<file path="src/rtl/riscv_x_pkg.sv">
// riscv_x_pkg: shared opcode/funct3 constants, history entry and flush-state types
// for the RV32 execute-stage forwarding/control slice.
`default_nettype none

package riscv_x_pkg;

   localparam logic [6:0] c_OPC_LOAD    = 7'b0000011;
   localparam logic [6:0] c_OPC_STORE   = 7'b0100011;
   localparam logic [6:0] c_OPC_BRANCH  = 7'b1100011;
   localparam logic [6:0] c_OPC_JAL     = 7'b1101111;
   localparam logic [6:0] c_OPC_JALR    = 7'b1100111;
   localparam logic [6:0] c_OPC_OPIMM   = 7'b0010011;
   localparam logic [6:0] c_OPC_OP      = 7'b0110011;
   localparam logic [6:0] c_OPC_OPIMM32 = 7'b0011011;
   localparam logic [6:0] c_OPC_OP32    = 7'b0111011;

   localparam logic [2:0] c_F3_BEQ  = 3'b000;
   localparam logic [2:0] c_F3_BNE  = 3'b001;
   localparam logic [2:0] c_F3_BLT  = 3'b100;
   localparam logic [2:0] c_F3_BGE  = 3'b101;
   localparam logic [2:0] c_F3_BLTU = 3'b110;
   localparam logic [2:0] c_F3_BGEU = 3'b111;

   localparam logic [2:0] c_F3_SB = 3'b000;
   localparam logic [2:0] c_F3_SH = 3'b001;
   localparam logic [2:0] c_F3_SW = 3'b010;
   localparam logic [2:0] c_F3_SD = 3'b011;

   // Sized for the widest supported XLEN; narrower builds use the low bits.
   localparam int c_HIST_DW = 64;

   typedef struct packed {
      logic                 valid;
      logic [4:0]           rd;
      logic [c_HIST_DW-1:0] data;
      logic                 pending;
   } hist_entry_t;

   typedef enum logic [0:0] {
      IDLE  = 1'b0,
      FLUSH = 1'b1
   } flush_state_t;

   function automatic logic reads_rs1(input logic [6:0] opc);
      case (opc)
         c_OPC_LOAD, c_OPC_STORE, c_OPC_BRANCH, c_OPC_JALR,
         c_OPC_OPIMM, c_OPC_OP, c_OPC_OPIMM32, c_OPC_OP32: reads_rs1 = 1'b1;
         default:                                          reads_rs1 = 1'b0;
      endcase
   endfunction

   function automatic logic reads_rs2(input logic [6:0] opc);
      case (opc)
         c_OPC_STORE, c_OPC_BRANCH, c_OPC_OP, c_OPC_OP32: reads_rs2 = 1'b1;
         default:                                        reads_rs2 = 1'b0;
      endcase
   endfunction

endpackage

`default_nettype wire

</file>
<file path="src/rtl/x_store_align.sv">
// x_store_align: combinational store lane replication and byte-mask generation.
`default_nettype none

module x_store_align
   import riscv_x_pkg::*;
#(
   parameter int XLEN = 32
)(
   input  logic                         i_en,
   input  logic [2:0]                   i_funct3,
   input  logic [XLEN-1:0]              i_data,
   input  logic [$clog2(XLEN/8)-1:0]    i_offset,
   output logic [XLEN-1:0]              o_data,
   output logic [XLEN/8-1:0]            o_mask
);

   localparam int NB = XLEN / 8;

   logic [XLEN-1:0] w_rep;
   logic [NB-1:0]   w_base;
   logic            w_ok;

   always_comb begin
      w_rep  = i_data;
      w_base = '0;
      w_ok   = 1'b0;
      case (i_funct3)
         c_F3_SB: begin
            w_rep  = {NB{i_data[7:0]}};
            w_base = NB'(1);
            w_ok   = 1'b1;
         end
         c_F3_SH: begin
            w_rep  = {(NB/2){i_data[15:0]}};
            w_base = NB'(3);
            w_ok   = (i_offset[0] == 1'b0);
         end
         c_F3_SW: begin
            w_rep  = {(NB/4){i_data[31:0]}};
            w_base = NB'(15);
            w_ok   = (i_offset[1:0] == 2'b00);
         end
         c_F3_SD: begin
            if (XLEN == 64) begin
               w_base = '1;
               w_ok   = (i_offset == '0);
            end
         end
         default: ;
      endcase
   end

   assign o_data = w_rep << {i_offset, 3'b000};
   assign o_mask = (i_en && w_ok) ? (w_base << i_offset) : '0;

endmodule

`default_nettype wire

</file>
<file path="src/rtl/x_fwd_ctrl.sv">
// x_fwd_ctrl: execute-stage forwarding, load-use stall, branch resolve and flush control.
// Optional X_FWD_STATS_EN adds saturating fwd_hits/stall_cycles/flush_cycles counters.
`default_nettype none

module x_fwd_ctrl
   import riscv_x_pkg::*;
#(
   parameter int XLEN         = 32,
   parameter int FWD_DEPTH    = 2,
   parameter int FLUSH_CYCLES = 1
)(
   input  logic                       clk,
   input  logic                       reset,
   input  logic                       x_valid,
   input  logic [31:0]                x_inst,
   input  logic [XLEN-1:0]            rs1_rf_data,
   input  logic [XLEN-1:0]            rs2_rf_data,
   input  logic [XLEN-1:0]            x_result,
   input  logic                       load_data_valid,
   input  logic [XLEN-1:0]            load_data,
   input  logic [$clog2(XLEN/8)-1:0]  addr_offset,
   output logic [XLEN-1:0]            fwd_rs1,
   output logic [XLEN-1:0]            fwd_rs2,
   output logic                       pc_sel,
   output logic                       stall,
   output logic                       flush,
   output logic [XLEN-1:0]            store_data,
   output logic [XLEN/8-1:0]          store_mask
`ifdef X_FWD_STATS_EN
   ,
   output logic [31:0]                fwd_hits,
   output logic [31:0]                stall_cycles,
   output logic [31:0]                flush_cycles
`endif
);

   logic [6:0] w_opc;
   logic [4:0] w_rd, w_rs1, w_rs2;
   logic [2:0] w_funct3;

   assign w_opc    = x_inst[6:0];
   assign w_rd     = x_inst[11:7];
   assign w_funct3 = x_inst[14:12];
   assign w_rs1    = x_inst[19:15];
   assign w_rs2    = x_inst[24:20];

   hist_entry_t  r_hist [FWD_DEPTH];
   hist_entry_t  w_shift [FWD_DEPTH];
   hist_entry_t  w_next [FWD_DEPTH];
   flush_state_t r_state;
   logic [1:0]   r_cnt;

   logic                 w_hit1, w_hit2, w_pend1, w_pend2;
   logic [c_HIST_DW-1:0] w_hdat1, w_hdat2;
   logic [XLEN-1:0]      w_src1, w_src2;
   logic                 w_uses1, w_uses2, w_writer, w_push;
   logic                 w_stall, w_flush, w_br_taken, w_redirect, w_pc_sel;
   logic                 w_unused;

   assign w_unused = ^{x_inst[31:25], w_hdat1, w_hdat2};

   // Oldest-to-youngest scan so the youngest match overwrites older ones.
   always_comb begin
      w_hit1 = 1'b0; w_pend1 = 1'b0; w_hdat1 = '0;
      w_hit2 = 1'b0; w_pend2 = 1'b0; w_hdat2 = '0;
      for (int i = FWD_DEPTH - 1; i >= 0; i--) begin
         if (r_hist[i].valid && r_hist[i].rd == w_rs1 && w_rs1 != 5'd0) begin
            w_hit1 = 1'b1; w_pend1 = r_hist[i].pending; w_hdat1 = r_hist[i].data;
         end
         if (r_hist[i].valid && r_hist[i].rd == w_rs2 && w_rs2 != 5'd0) begin
            w_hit2 = 1'b1; w_pend2 = r_hist[i].pending; w_hdat2 = r_hist[i].data;
         end
      end
   end

   always_comb begin
      if (w_rs1 == 5'd0)  w_src1 = '0;
      else if (w_hit1)    w_src1 = w_pend1 ? load_data : w_hdat1[XLEN-1:0];
      else                w_src1 = rs1_rf_data;
      if (w_rs2 == 5'd0)  w_src2 = '0;
      else if (w_hit2)    w_src2 = w_pend2 ? load_data : w_hdat2[XLEN-1:0];
      else                w_src2 = rs2_rf_data;
   end

   assign w_uses1  = reads_rs1(w_opc);
   assign w_uses2  = reads_rs2(w_opc);
   assign w_writer = (w_opc != c_OPC_BRANCH) && (w_opc != c_OPC_STORE) && (w_rd != 5'd0);
   assign w_flush  = (r_state == FLUSH);
   assign w_stall  = !reset && x_valid && !load_data_valid &&
                     ((w_uses1 && w_hit1 && w_pend1) || (w_uses2 && w_hit2 && w_pend2));
   assign w_push   = x_valid && !w_stall && !w_flush;

   always_comb begin
      case (w_funct3)
         c_F3_BEQ:  w_br_taken = (w_src1 == w_src2);
         c_F3_BNE:  w_br_taken = (w_src1 != w_src2);
         c_F3_BLT:  w_br_taken = ($signed(w_src1) <  $signed(w_src2));
         c_F3_BGE:  w_br_taken = ($signed(w_src1) >= $signed(w_src2));
         c_F3_BLTU: w_br_taken = (w_src1 <  w_src2);
         c_F3_BGEU: w_br_taken = (w_src1 >= w_src2);
         default:   w_br_taken = 1'b0;
      endcase
   end

   assign w_redirect = ((w_opc == c_OPC_BRANCH) && w_br_taken) ||
                       (w_opc == c_OPC_JAL) || (w_opc == c_OPC_JALR);
   assign w_pc_sel   = w_push && w_redirect;

   // Load fill lands on the post-shift history, youngest pending entry first.
   always_comb begin : p_hist_next
      logic l_done;
      w_shift = r_hist;
      if (w_push) begin
         for (int i = FWD_DEPTH - 1; i > 0; i--)
            w_shift[i] = r_hist[i-1];
         w_shift[0].valid              = w_writer;
         w_shift[0].rd                 = w_rd;
         w_shift[0].data               = '0;
         w_shift[0].data[XLEN-1:0]     = x_result;
         w_shift[0].pending            = (w_opc == c_OPC_LOAD);
      end
      w_next = w_shift;
      l_done = 1'b0;
      for (int i = 0; i < FWD_DEPTH; i++) begin
         if (load_data_valid && !l_done && w_shift[i].valid && w_shift[i].pending) begin
            w_next[i].pending        = 1'b0;
            w_next[i].data           = '0;
            w_next[i].data[XLEN-1:0] = load_data;
            l_done                   = 1'b1;
         end
      end
   end

   always_ff @(posedge clk) begin
      if (reset) begin
         for (int i = 0; i < FWD_DEPTH; i++)
            r_hist[i] <= '0;
         r_state <= IDLE;
         r_cnt   <= 2'd0;
      end else begin
         for (int i = 0; i < FWD_DEPTH; i++)
            r_hist[i] <= w_next[i];
         case (r_state)
            IDLE: begin
               if (w_pc_sel) begin
                  r_state <= FLUSH;
                  r_cnt   <= 2'd0;
               end
            end
            FLUSH: begin
               if (r_cnt == 2'(FLUSH_CYCLES - 1)) r_state <= IDLE;
               else                                r_cnt   <= r_cnt + 2'd1;
            end
            default: r_state <= IDLE;
         endcase
      end
   end

   assign fwd_rs1 = reset ? '0 : w_src1;
   assign fwd_rs2 = reset ? '0 : w_src2;
   assign stall   = w_stall;
   assign flush   = w_flush && !reset;
   assign pc_sel  = w_pc_sel && !reset;

   x_store_align #(.XLEN(XLEN)) u_store_align (
      .i_en     (!reset && x_valid && (w_opc == c_OPC_STORE) && !w_stall && !w_flush),
      .i_funct3 (w_funct3),
      .i_data   (w_src2),
      .i_offset (addr_offset),
      .o_data   (store_data),
      .o_mask   (store_mask)
   );

`ifdef X_FWD_STATS_EN
   logic [31:0] r_fwd_hits, r_stall_cycles, r_flush_cycles;
   logic        w_hit_any;

   assign w_hit_any = x_valid && ((w_uses1 && w_hit1) || (w_uses2 && w_hit2));

   always_ff @(posedge clk) begin
      if (reset) begin
         r_fwd_hits     <= '0;
         r_stall_cycles <= '0;
         r_flush_cycles <= '0;
      end else begin
         if (w_hit_any && r_fwd_hits != '1)     r_fwd_hits     <= r_fwd_hits + 32'd1;
         if (w_stall && r_stall_cycles != '1)   r_stall_cycles <= r_stall_cycles + 32'd1;
         if (w_flush && r_flush_cycles != '1)   r_flush_cycles <= r_flush_cycles + 32'd1;
      end
   end

   assign fwd_hits     = r_fwd_hits;
   assign stall_cycles = r_stall_cycles;
   assign flush_cycles = r_flush_cycles;
`endif

endmodule

`default_nettype wire

</file>
<file path="config.mk">
export PLATFORM = sky130hd
export DESIGN_NAME = x_fwd_ctrl
export DESIGN_NICKNAME = d
export VERILOG_FILES = /design/src/rtl/riscv_x_pkg.sv /design/src/rtl/x_store_align.sv /design/src/rtl/x_fwd_ctrl.sv
export SDC_FILE = /design/constraint.sdc
export NUM_CORES = 1
export LEC_CHECK = 0
export CORE_UTILIZATION = 37
export DETAILED_ROUTE_END_ITERATION = 10
export PLACE_DENSITY = 0.69
export SLEW_MARGIN = 20
export SYNTH_ARGS = -nofsm -noshare
export SYNTH_HDL_FRONTEND = slang
export SYNTH_HIERARCHICAL = 1
export SYNTH_SLANG_ARGS = --single-unit
</file>
<file path="constraint.sdc">
create_clock -name clk -period 6.72 [get_ports clk]
set_clock_uncertainty 0.1 [all_clocks]
set_input_delay 1.344 -clock clk [delete_from_list [all_inputs] [get_ports clk]]
set_output_delay 1.344 -clock clk [all_outputs]
set_load 0.005 [all_outputs]
</file>
* After elaboration in Yosys (flattened, before gate mapping)
Cells that the tools add are included.
** Storage, ports and cells
- Register bits :: 81
- Input bits :: 166
- Output and inout port bits :: 103
- Word-level logic and storage cells :: 136
** Cells by class
- Add/subtract/negate cells :: 1
- Order comparisons :: 4
- Eq/ne operators :: 25
- Shift-type cells :: 2
- Multiplexer cells :: 37
- Bitwise gates (word level) :: 2
- Reduce and logical (&&, ||, !) cells :: 55
** Operator list (count)
- 32-bit two-way mux :: 12
- 142-bit two-way mux :: 1
- 33-bit two-way mux :: 2
- 32-bit >= comparator :: 2
- 32-bit < comparator :: 2
- 32-bit case mux with 2 select lines :: 1
- 32-bit equality test :: 1
- 1-bit logical AND :: 32
- 32-bit != test :: 1
- 32-bit by 5-bit << shifter with 32-bit output :: 1
- 7-bit by 6-bit equality test with 1-bit output (second input constant) :: 3
- 7-bit equality test (second input constant) :: 3
- 5-bit equality test :: 4
- 5-bit nonzero test :: 3
- 7-bit by 5-bit equality test with 1-bit output (second input constant) :: 2
- 1-bit two-way mux :: 13
- 3-bit equality test (second input constant) :: 4
- 4-bit case mux with 3 select lines :: 1
- 5-bit logical NOT :: 2
- 8-bit OR reduction :: 1
- 7-bit by 2-bit equality test with 1-bit output (second input constant) :: 1
- 7-bit by 6-bit != test with 1-bit output (second input constant) :: 1
- 7-bit != test (second input constant) :: 1
- 1-bit case mux with 6 select lines :: 1
- 19 further kinds :: 31

* Longest topological paths before layout
- Depth in word-level cells :: 21
- Depth in mapped cells :: 19
- Mapped depth without buffers :: 17

* Cells and area by module
Netlist, hierarchy kept.
** Modules (own cells, without submodules)
- x_fwd_ctrl :: times used 1, cells each 1027, area an instance 7591.0 um^2, seq. area each 1621.6 um^2
- x_store_align :: times used 1, cells each 134, area an instance 942.2 um^2, seq. area each 0.0 um^2

* Least setup slack after synthesis
Ideal clock, no wire load.
- Path type :: input to output
- Start point :: input port x_inst[22]
- End point :: output port pc_sel
- Data arrival time :: 5.297 ns
- Required time :: 5.276 ns
- Path slack :: -0.021 ns
- Cell stages on the path :: 18
- Path buffers :: 1
- Path through :: or4_1 -> nor2_4 -> nor4_4 -> mux2i_1 -> clkbuf_1 -> nand2_1 -> a21oi_1 -> a21oi_1 -> or2_2 -> ha_1 -> nand4_1 -> nor4_1 -> nand3_1 -> xor2_1 -> o31ai_1 -> nand3_1 -> or2_2 -> a211oi_1
** On the way
- Cells in the longest elaborated chain, start to end :: 15
- Elaborated cells on any way between the ends :: 36
- Classes of those cells :: 4 x order compare; 4 x eq/ne; 10 x mux; 18 x reduce/logical
** Ends and longest elaborated chain
- start, declared :: RTL line x_fwd_ctrl.sv:15 : input logic [31:0] x_inst,
- 5-bit equality test :: RTL line x_fwd_ctrl.sv:70 : if (r_hist[i].valid && r_hist[i].rd == w_rs2 && w_rs2 != 5'd0) begin
- 1-bit logical AND (2 in a row) :: RTL line x_fwd_ctrl.sv:70
- 32-bit two-way mux / 1-bit two-way mux (equally long branches) (2 in a row) :: RTL line x_fwd_ctrl.sv:70
- 32-bit two-way mux (2 in a row) :: RTL line x_fwd_ctrl.sv:81 : else if (w_hit2) w_src2 = w_pend2 ? load_data : w_hdat2[XLEN-1:0];
- 32-bit two-way mux :: RTL line x_fwd_ctrl.sv:80 : if (w_rs2 == 5'd0) w_src2 = '0;
- 32-bit >= comparator (tied with other cells) :: RTL line x_fwd_ctrl.sv:100 : c_F3_BGEU: w_br_taken = (w_src1 >= w_src2);
- 1-bit case mux with 6 select lines :: RTL line x_fwd_ctrl.sv:94 : case (w_funct3)
- 1-bit logical AND :: RTL line x_fwd_ctrl.sv:105 : assign w_redirect = ((w_opc == c_OPC_BRANCH) && w_br_taken) ||
- 1-bit logical OR :: RTL line x_fwd_ctrl.sv:105
- 1-bit logical OR :: RTL line x_fwd_ctrl.sv:106 : (w_opc == c_OPC_JAL) || (w_opc == c_OPC_JALR);
- 1-bit logical AND * :: RTL line x_fwd_ctrl.sv:107 : assign w_pc_sel = w_push && w_redirect;
- 1-bit logical AND * :: RTL line x_fwd_ctrl.sv:163 : assign pc_sel = w_pc_sel && !reset;
- end, declared :: RTL line x_fwd_ctrl.sv:24 : output logic pc_sel,
Every way passes the cells marked *; elsewhere a longest branch is shown, timed or not.

* Worst setup path in the final report
- Start point :: input port x_inst[21]
- End point :: output port pc_sel
Same word-level chain as after synthesis.

==> metrics.log <==
[metrics] outcome: complete, but fails checks
[metrics] violations in the final reports: setup timing
[metrics] count of input and output buffers: about 260
[metrics] sink count of the clock tree: 81
[metrics] Overall Power: 1.71 mW
[metrics] class of the tightest hold or removal check: flip-flop to flip-flop
[metrics] prevailing post-synth register cell: dfxtp_1
[metrics] post-synthesis to final-layout area growth: 58.9%
[metrics] reported max-cap violation count: 0
[metrics] worst r2r path cells: 12
[metrics] First DRT Iteration DRCs: 749
[metrics] Worst R2R End: r_hist[80]
[metrics] Final Hold Viols: 0
[metrics] number of instances in the synthesized netlist: roughly 1200
[metrics] global routing usage summed across all routing layers: 0.296
[metrics] DP Wirelength: 26400 um
[metrics] Crit Path Class: input port to primary output
[metrics] post-route design area: 0.0136 sq mm
[metrics] register bit count reported by yosys: just over 80
[metrics] global-route wire length before repair: 55000 um
[metrics] commonest non-fill, non-tap cells in the layout: 247 x clkdlybuf4s50_1, 190 x nor2_1, 166 x buf_4
[metrics] wl on met1: 15100 um
[metrics] sort of element at the end of the critical path: primary output
[metrics] sequential fraction of the synthesis area: 0.190
[metrics] number of failing setup endpoints in the final timing report: 1
[metrics] power density normalized to cell area: 126 mW/mm^2
[metrics] Die Span X: roughly 150 um
[metrics] worst-case clock buffer depth: 2
[metrics] Worst EP arrival: between 5000 and 6000 ps
[metrics] warnings from Yosys: 6
[metrics] upper clock frequency limit: 138 MHz
[metrics] antenna viol nets, final: 0
[metrics] Post-Route WL: ~36000 um
[metrics] die area: 0.0237 sq mm
[metrics] slew at the pin closest to its max-slew limit: around 880 ps
[metrics] Slew Limit Fails: 0
[metrics] amount of wire on met3 after detailed routing: about 2500 um
[metrics] crit start category: input port
[metrics] number of global-route vias before repair: 10100
[metrics] clock slew at reported path FFs: 60 ps
[metrics] final worst setup slack: -503 ps
[metrics] number of flops mapped to enable cells by yosys: 0
[metrics] Die Span Y: ~150 um
[metrics] cell at the root of the clock tree: clkbuf_16
[metrics] area of the core: 0.0226 sq mm
[metrics] fraction of synthesis flops using an asynchronous set or reset pin: 0
[metrics] shortest clock period the worst path allows after layout: ~7200 ps
[metrics] placement row count: 55
[metrics] ratio of routed vias to standard cells: ~5.7
[metrics] worst min-delay path endpoint: r_hist[65]
[metrics] mean instance size in the synthesized netlist: 7.35 sq um
[metrics] top post-synthesis cells by area: dfxtp_1 19%, mux2i_1 18%, nor2_1 8.4%, a21oi_1 7.0%, a211oi_1 5.9%
[metrics] Required @ worst endpoint: about 5300 ps
[metrics] cell count after placement: ~1800
[metrics] reg-to-reg critical path startpoint: r_hist[70]
[metrics] average wire length per cell after detail routing: ~20 um
[metrics] commonest non-fill, non-tap cell in the layout: clkdlybuf4s50_1
[metrics] cell area after placement: roughly 0.013 sq mm
[metrics] number of nets at the end of the flow: 1722
[metrics] Peak supply drop: about 0.13 mV
[metrics] RSZ-0062 raised after global routing: yes
[metrics] DR pass1 iterations: 5
[metrics] share of final-layout standard cells stronger than drive strength 1: 0.224
[metrics] total number of vias: 10400
[metrics] post-synthesis cell type count: 58
[metrics] final standard cell utilization of the core: 0.599
[metrics] startpoint of the worst hold path: r_hist[65]
[metrics] non-filler instance count after layout: roughly 1800
[metrics] initial core utilization: 0.377
[metrics] TritonCTS clock tree: yes
[metrics] setup_tns: -503 ps
[metrics] level count of the clock H-tree: 3
[metrics] latest clock arrival within the worst-skew pair: around 350 ps
[metrics] cell accounting for the most synthesized area: dfxtp_1
[metrics] number of antenna violations at the first check in global routing: 3
[metrics] Top-Level Pins: between 200 and 300
[metrics] maximum fanout encountered on the critical timing path: 7
[metrics] leakage dissipation: 5.41 nW
[metrics] Max Used Layer: met4
[metrics] share of the synthesized area in the top cell type: 0.190
[metrics] fillcell total: 1963
[metrics] share of the clock period used by the worst path: 1.07
[metrics] GPL Wtd Cong: just under 1
[metrics] Relative slew margins: 0.412
[metrics] pin count of the biggest net entering global routing: 95
[metrics] net count after synthesis: approximately 1400
[metrics] Detail Route met2 WL: 16700 um
[metrics] post-synth design cell area: between 0.008 and 0.009 sq mm
[metrics] number of buffers inserted during clock tree synthesis: 9
[metrics] overflow left after global routing: 0
[metrics] post-detailed-route DRC marker count: 0
[metrics] worst hold path depth: 2
[metrics] register-to-register setup slack: 1970 ps
logic make-up after synthesis:
logic type / Yosys count / synth area share
AOI/OAI and AO/OA: 254 / 0.195
xor gates and xnor gates: 22 / 0.0226
adders and majority gates: 33 / 0.0484
buffers and inverters: 111 / 0.0554
DFF: 81 / 0.190
muxes: 184 / 0.221
and+or+nand+nor: 476 / 0.268
power breakdown:
group | leakage [nW] | internal, mW | switching (mW)
Sequential | 0.663 | 0.503 | 0.0229
Combinational | 4.58 | 0.336 | 0.272
Clock | 0.169 | 0.371 | 0.206
final cells by class:
| cell class | count | area [sq um] | share of cell area |
|---|---|---|---|
| antenna | 3 | 7.51 | 0.000554 |
| tap | 285 | 357 | 0.0263 |
| inverter | 9 | 33.8 | 0.00249 |
| sequential | 81 | 1620 | 0.120 |
| timing repair buffer | 453 | 4360 | 0.321 |
| multi-input combinational | 969 | 6840 | 0.504 |
| clock buffer | 10 | 239 | 0.0176 |
| clock inverter | 5 | 104 | 0.00766 |
cells in the mapped netlist, drive strengths merged (4+ instances only):
cell     instances
nor2           193
nor4b           11
a211oi          67
dfxtp           81
mux2            34
xnor2           13
nor4bb          10
o21ai            6
or4              4
clkbuf          63
nand3            6
o221ai          10
nor3            69
mux2i          150
or2             34
a21oi          119
ha              33
nor2b            7
a21o             6
and2            17
nand4            9
xor2             9
a221oi           9
nand2           93
a311oi           8
inv              8
a2111oi          9
nor4             4
nand2b           6
buf             39
metal layers:
| metal | vias up | track usage |
|---|---|---|
| li1 | 4936 | - |
| met1 | 4868 | 0.369 |
| met2 | 468 | 0.500 |
| met3 | 103 | 0.0383 |
| met4 | 0 | 0.150 |
| met5 | - | 0 |
registers in the layout, summed over array words and instances, names as in the netlist:
signal / flops
r_hist: 78
r_state: 1
r_cnt: 2
per-stage QoR:
stage | hold WS (ps) | setup WS [ps]
after floorplan | 414 | 1.11
after global placement | 448 | -1300
after detailed placement | 454 | -1330
after CTS | 468 | -590
after global routing | 502 | -722
final | 471 | -503
critical path, stage by stage:
cell	delay (ps)
dlygate4sd2_1	270
or4_4	540
nor2_4	130
nor4_4	80
buf_4	150
mux2_4	300
buf_6	130
buf_6	100
nand2_1	60
a21oi_2	150
a21oi_1	80
or2_2	280
ha_1	280
nand4_1	170
nor4_2	280
buf_4	170
nand3_2	90
xor2_1	160
o31ai_1	230
nand3_1	140
or2_4	270
a211oi_2	210
buf_2	140
timing repair:
item / in CTS / in global routing
gates cloned: 2 / 3
pin swaps: 16 / 32
hold buffers: 0 / 0
setup buffers: 6 / 14
gates resized for setup: 35 / 56
endpoints found under the setup margin: 12 / 23
worst max-delay path by stage:
stage          cells after the start  slack, ps     end        from
2_1_floorplan                     18          1  pc_sel  x_inst[22]
3_3_place_gp                      21      -1300  pc_sel  x_inst[22]
3_5_place_dp                      21      -1330  pc_sel  x_inst[22]
4_1_cts                           23       -590  pc_sel  x_inst[24]
5_1_grt                           21       -720  pc_sel  x_inst[22]
6_report                          23       -500  pc_sel  x_inst[21]
No activity file was read; power rests on OpenSTA's default activity.
